--- src/rtl/reorder_buffer.sv ---
// Reorder buffer: circular in-order retirement queue between the Tomasulo
// execution units and the register file. One rob_entry instance per slot;
// the top keeps head/tail/count, steers allocate/write-back/retire strobes
// to the slots, registers the commit port and answers operand lookups.

module rob_entry #(
  parameter int REG_TAG_W = 5,
  parameter int DATA_W    = 32
) (
  input  logic                 clk,
  input  logic                 rst,
  input  logic                 rdy,
  input  logic                 clear,
  input  logic                 alloc,
  input  logic [REG_TAG_W-1:0] alloc_dest_reg,
  input  logic                 alloc_is_store,
  input  logic                 alloc_is_branch,
  input  logic                 wb,
  input  logic [DATA_W-1:0]    wb_value,
  input  logic                 wb_mispredict,
  input  logic [DATA_W-1:0]    wb_target,
  output logic                 valid,
  output logic                 ready,
  output logic [REG_TAG_W-1:0] dest_reg,
  output logic [DATA_W-1:0]    value,
  output logic                 is_store,
  output logic                 is_branch,
  output logic                 mispredict,
  output logic [DATA_W-1:0]    target
);
  // Slot state: clear (retire/flush) beats allocate beats write-back.
  always_ff @(posedge clk) begin
    if (!rst) begin
      valid <= 1'b0; ready <= 1'b0; dest_reg <= '0; value <= '0;
      is_store <= 1'b0; is_branch <= 1'b0; mispredict <= 1'b0; target <= '0;
    end else if (rdy) begin
      if (clear) begin
        valid <= 1'b0;
        ready <= 1'b0;
      end else if (alloc) begin
        valid      <= 1'b1;
        ready      <= 1'b0;
        mispredict <= 1'b0;
        dest_reg   <= alloc_dest_reg;
        is_store   <= alloc_is_store;
        is_branch  <= alloc_is_branch;
      end else if (wb) begin
        ready      <= 1'b1;
        value      <= wb_value;
        mispredict <= wb_mispredict;
        target     <= wb_target;
      end
    end
  end
endmodule

module reorder_buffer #(
  parameter int ROB_SIZE  = 16,
  parameter int ROB_TAG_W = 5,
  parameter int REG_TAG_W = 5,
  parameter int DATA_W    = 32
) (
  input  logic                 clk,
  input  logic                 rst,
  input  logic                 rdy,
  input  logic                 in_alloc_valid,
  input  logic [REG_TAG_W-1:0] in_alloc_dest_reg,
  input  logic                 in_alloc_is_store,
  input  logic                 in_alloc_is_branch,
  output logic [ROB_TAG_W-1:0] out_alloc_tag,
  output logic                 out_full,
  input  logic                 in_cdb_valid,
  input  logic [ROB_TAG_W-1:0] in_cdb_tag,
  input  logic [DATA_W-1:0]    in_cdb_value,
  input  logic                 in_cdb_mispredict,
  input  logic [DATA_W-1:0]    in_cdb_target,
  input  logic [ROB_TAG_W-1:0] in_query_tag1,
  input  logic [ROB_TAG_W-1:0] in_query_tag2,
  output logic                 out_query_ready1,
  output logic                 out_query_ready2,
  output logic [DATA_W-1:0]    out_query_value1,
  output logic [DATA_W-1:0]    out_query_value2,
  output logic [REG_TAG_W-1:0] out_commit_reg,
  output logic [ROB_TAG_W-1:0] out_commit_rob,
  output logic [DATA_W-1:0]    out_commit_value,
  output logic                 out_store_commit,
  output logic                 out_misbranch,
  output logic [DATA_W-1:0]    out_redirect_pc
);
  localparam int IDX_W = $clog2(ROB_SIZE);
  localparam int CNT_W = IDX_W + 1;

  logic [IDX_W-1:0] head, tail;
  logic [CNT_W-1:0] count;

  logic [ROB_SIZE-1:0]                e_valid, e_ready, e_store, e_branch, e_misp;
  logic [ROB_SIZE-1:0]                e_alloc, e_wb, e_clear;
  logic [ROB_SIZE-1:0][REG_TAG_W-1:0] e_dest;
  logic [ROB_SIZE-1:0][DATA_W-1:0]    e_value, e_target;

  logic commit_fire, flush, alloc_fire;

  // Commit is decided on registered head state; a mispredicted branch flushes.
  assign commit_fire = e_valid[head] && e_ready[head];
  assign flush       = commit_fire && e_branch[head] && e_misp[head];
  assign out_full    = (count == CNT_W'(ROB_SIZE));
  assign alloc_fire  = in_alloc_valid && !out_full && !flush;
  assign out_alloc_tag = ROB_TAG_W'(tail) + ROB_TAG_W'(1);

  for (genvar i = 0; i < ROB_SIZE; i++) begin : g_ent
    assign e_alloc[i] = alloc_fire && (tail == IDX_W'(i));
    assign e_wb[i]    = in_cdb_valid && e_valid[i] && (in_cdb_tag == ROB_TAG_W'(i + 1));
    assign e_clear[i] = flush || (commit_fire && (head == IDX_W'(i)));

    rob_entry #(.REG_TAG_W(REG_TAG_W), .DATA_W(DATA_W)) u_ent (
      .clk(clk), .rst(rst), .rdy(rdy), .clear(e_clear[i]),
      .alloc(e_alloc[i]), .alloc_dest_reg(in_alloc_dest_reg),
      .alloc_is_store(in_alloc_is_store), .alloc_is_branch(in_alloc_is_branch),
      .wb(e_wb[i]), .wb_value(in_cdb_value), .wb_mispredict(in_cdb_mispredict),
      .wb_target(in_cdb_target),
      .valid(e_valid[i]), .ready(e_ready[i]), .dest_reg(e_dest[i]),
      .value(e_value[i]), .is_store(e_store[i]), .is_branch(e_branch[i]),
      .mispredict(e_misp[i]), .target(e_target[i])
    );
  end

  // Pointer and occupancy bookkeeping; flush collapses the queue to empty.
  always_ff @(posedge clk) begin
    if (!rst) begin
      head <= '0; tail <= '0; count <= '0;
    end else if (rdy) begin
      if (flush) begin
        head <= '0; tail <= '0; count <= '0;
      end else begin
        if (commit_fire) head <= head + IDX_W'(1);
        if (alloc_fire)  tail <= tail + IDX_W'(1);
        case ({alloc_fire, commit_fire})
          2'b10:   count <= count + CNT_W'(1);
          2'b01:   count <= count - CNT_W'(1);
          default: count <= count;
        endcase
      end
    end
  end

  // Registered commit port: one cycle after the commit decision.
  always_ff @(posedge clk) begin
    if (!rst) begin
      out_commit_reg <= '0; out_commit_rob <= '0; out_commit_value <= '0;
      out_store_commit <= 1'b0; out_misbranch <= 1'b0; out_redirect_pc <= '0;
    end else if (rdy) begin
      out_commit_reg   <= commit_fire ? e_dest[head] : '0;
      out_commit_rob   <= commit_fire ? ROB_TAG_W'(head) + ROB_TAG_W'(1) : '0;
      out_commit_value <= commit_fire ? e_value[head] : '0;
      out_store_commit <= commit_fire && e_store[head];
      out_misbranch    <= flush;
      out_redirect_pc  <= flush ? e_target[head] : '0;
    end
  end

  logic [1:0][ROB_TAG_W-1:0] q_tag;
  logic [1:0][IDX_W-1:0]     q_idx;
  logic [1:0]                q_rdy;
  logic [1:0][DATA_W-1:0]    q_val;

  assign q_tag = {in_query_tag2, in_query_tag1};

  // Operand lookup: CDB bypass first, then a completed entry; tag 0 is "none".
  always_comb begin
    q_idx = '0;
    q_rdy = '0;
    q_val = '0;
    for (int q = 0; q < 2; q++) begin
      q_idx[q] = IDX_W'(q_tag[q] - ROB_TAG_W'(1));
      if (q_tag[q] != '0) begin
        if (in_cdb_valid && (in_cdb_tag == q_tag[q])) begin
          q_rdy[q] = 1'b1;
          q_val[q] = in_cdb_value;
        end else if (q_tag[q] <= ROB_TAG_W'(ROB_SIZE) &&
                     e_valid[q_idx[q]] && e_ready[q_idx[q]]) begin
          q_rdy[q] = 1'b1;
          q_val[q] = e_value[q_idx[q]];
        end
      end
    end
  end

  assign out_query_ready1 = q_rdy[0];
  assign out_query_ready2 = q_rdy[1];
  assign out_query_value1 = q_val[0];
  assign out_query_value2 = q_val[1];
endmodule

--- config.mk ---
export PLATFORM = sky130hd
export DESIGN_NAME = reorder_buffer
export DESIGN_NICKNAME = d
export VERILOG_FILES = /design/src/rtl/reorder_buffer.sv
export SDC_FILE = /design/constraint.sdc
export NUM_CORES = 2
export LEC_CHECK = 0
export ABC_AREA = 1
export CAP_MARGIN = 10
export CORE_MARGIN = 1
export CORE_UTILIZATION = 45
export CTS_BUF_LIST = sky130_fd_sc_hd__clkbuf_8
export CTS_CLUSTER_SIZE = 8
export DETAILED_ROUTE_END_ITERATION = 10
export SLEW_MARGIN = 20
export SYNTH_ARGS = -nofsm -noshare
export SYNTH_HDL_FRONTEND = slang
export SYNTH_SLANG_ARGS = --single-unit
--- constraint.sdc ---
create_clock -name clk -period 4.25 [get_ports clk]
set_input_delay 0.85 -clock clk [delete_from_list [all_inputs] [get_ports clk]]
set_output_delay 0.85 -clock clk [all_outputs]
set_load 0.02 [all_outputs]
==> run metrics <==
TritonCTS clock tree yes; count of flip-flops with a built-in enable after synthesis 0; Floorplan Core Area 144000 µm²; Min Clock Period, post-route 4170 ps; number of antenna violations at the first check in global routing 10; endpoint type of the worst setup path primary output; maximum VDD drop 0.245 mV; top library cells by usage in the layout, fill and taps aside a21oi_1, o21ai_0, dfxtp_1; first-pass iteration count of the detailed router 11; synthesized instance count 9671; drt total wl 252000 µm; multiplexer area fraction after synthesis 0%; Boundary Pins 240; count of final setup violators 0; pin count of the biggest net entering global routing 213; Worst Tran Pin Value 1060 ps; floorplan die width 383 µm; flip-flop cell with the highest count after synthesis dfxtp_1; via count of the first global-routing pass 62225; Placement Setup Slack -597 ps; sequential share of the synthesized area 39.0%; hold violation total from the final report 0; Post-Synth Adder-Cell Area 0.230%; CTS Sinks 1273; kind of path behind the tightest hold check in -> reg; worst-case setup margin in the final layout 77.3 ps; H-tree depth 4; synthesized area per cell 6.76 µm²; PortBufs 239; Max-Cap Viols 0; global-route wire length before repair 381000 µm; WP data required 3400 ps; Final Max Slew Viols 0; post-synthesis instance area 65400 µm²; maximum clock frequency 240 MHz; fraction of the mapped netlist area in compound gates 38.7%; total die area 147000 µm²; Worst Path Arrival 3320 ps; violation count after the first detailed-route iteration 7441; vertical extent of the die 383 µm; Antenna Nets Post-Route 0; PwrDens 352 nW/µm²; fraction of final layout cells sized beyond drive strength 1 8.66%; routability congestion estimate from global placement 0.976; buffers from clock root to sink, at most 3; worst-path maximum fanout 23; count of unresolved DRC violations after routing 18; dominant combinational cell family by area after synthesis compound AO/OA/AOI/OAI gates; half-perimeter wire length of the detailed placement result 152000 µm; Total GRT Usage 33.1%; Final Net Count 9688; xor-xnor portion of the synthesized cell area 0.121%; category of the most critical setup path in -> out; area of placed instances 70700 µm²; wire length per cell after detailed routing 21.6 µm; global route overflow 0; number of vias per cell 5.87; final worst path period share 98.2%; relative slew slack 28.9%; number of vias after detailed routing 68492; clock-pin slew of the registers on the worst-case setup and hold paths 60 ps; leading cell type in the layout, fill and taps excluded a21oi_1; number of distinct library cells after synthesis 49; number of buffers inserted for hold repair after clock tree synthesis 0; type of element launching the critical path primary input; setup clock skew after layout 37.3 ps; violations in the final reports DRC; Design Power 26.5 mW; static leakage 27.2 nW; area growth from synthesis to final layout 15.1%; cell at the root of the clock tree clkbuf_8; status complete, but fails checks; number of synthesized register bits 1273; Synth Net Count 9775; Clock Latency Late Sink 970 ps; finished layout cell area 75300 µm²; Warnings, synthesis 0; Initial Utilization 45.4%; Post-Synth Simple-Gate Area 9.56%; total number of placement rows 139; total CTS buffers 222; fraction of registers with async set/reset 0%
final cells by class:
| type | instances | area, µm² |
|---|---|---|
| Timing Repair Buffer | 624 | 6320 |
| Sequential cell | 1273 | 25500 |
| Tap cell | 1903 | 2380 |
| Fill cell | 14159 | 68600 |
| Antenna cell | 5 | 12.5 |
| Clock inverter | 118 | 707 |
| Multi-Input combinational cell | 6323 | 32200 |
| Inverter | 1140 | 4330 |
| Clock buffer | 278 | 3830 |
worst paths after layout:
kind	startpoint	end	slack, ps	cells past startpoint
max reg2reg	head[0]$_SDFFE_PN0P_	g_ent[5].u_ent.value[31]$_SDFFE_PN0P_	330	18
max	in_query_tag1[1]	out_query_value1[30]	80	14
min reg2reg	g_ent[15].u_ent.target[12]$_SDFFE_PN0P_	g_ent[15].u_ent.target[12]$_SDFFE_PN0P_	440	2
min	rst	g_ent[5].u_ent.target[17]$_SDFFE_PN0P_	390	3
where the power goes:
group	leakage (nW)	total (mW)	internal (mW)	switching, mW
Clock	2.63	11.6	6.18	5.41
Sequential	10.3	12.0	11.9	0.00875
Combinational	14.3	2.95	1.05	1.90
Total	27.2	26.5	19.2	7.32
logic make-up (layout without fill, tap and decap cells):
group                    count (synthesis)  in the layout
other                                    0              5
AO/OA/AOI/OAI                         4790           4790
adder cells (fa/ha/maj)                 12             12
AND/OR/NAND/NOR                       1512           1512
buffers and inverters                 2075           2160
XOR/XNOR                                 9              9
flip-flops                            1273           1273
metrics by stage:
step	util [%]	hold slack, ps	cells	TNS, ps
final	52.3	391	11664	0
after global placement	49.2	433	11261	-27190
after floorplan	-	424	9671	0
after CTS	52.3	374	11657	0
after global routing	52.3	416	11664	-1.16
after detailed placement	49.2	437	11261	-28360
synth_stat cells, types with 2 or more instances:
library cell     n  area [µm²]
xor2_1           7        61.3
nand3_1        236        1180
a211oi_1         3        22.5
a21oi_1       1951        9760
nor2_4           4        45.0
ha_1            12         150
nand2_2         10        62.6
nor2_8           3        60.1
inv_2            9        33.8
nand3_2          2        20.0
inv_1         1129        4240
buf_1           56         210
nand2_4          3        33.8
buf_2          177         886
nor2_2           9        56.3
o22ai_1         21         131
a22oi_1          3        22.5
clkbuf_1       669        2510
nand2_1        497        1870
o21a_1           2        15.0
nor2_1         687        2580
xnor2_1          2        17.5
a31oi_1          2        12.5
a22o_1          57         499
o221ai_1        60         526
a21boi_0         2        15.0
dfxtp_1       1273       25500
o311ai_0       122        1070
nor3_1          40         200
a221oi_1        75         657
o21ai_0       1718        8600
nor4_1           5        31.3
buf_4           29         218
clkbuf_2         3        15.0
o21bai_1         2        15.0
o21ai_1        759        3800
a32o_1           9        90.1
nand4_1         12        75.1
worst max-delay path, cell delays in order:
cell	delay, ps
clkdlybuf4s15_2	260
inv_1	110
ha_4	260
inv_8	150
buf_12	220
buf_4	160
buf_4	120
buf_4	150
a21oi_1	60
a221oi_2	320
o311ai_1	130
buf_4	180
a21boi_1	140
buf_4	170
metal layers:
| layer | wire [µm] | track usage, % |
|---|---|---|
| met5 | 62 | 0 |
| met4 | 12400 | 16.1 |
| met3 | 21000 | 5.62 |
| met2 | 112000 | 52.1 |
| met1 | 106000 | 43.8 |
repair_timing:
item                       4_1_cts  5_1_grt
setup endpoints to repair       66       47
cloned                           0        1
buffers inserted                 0        1
hold endpoints to repair         0        0
pin swaps                        3        0
resized for setup               89       76
Note: power is estimated with default switching activity, not from simulation.
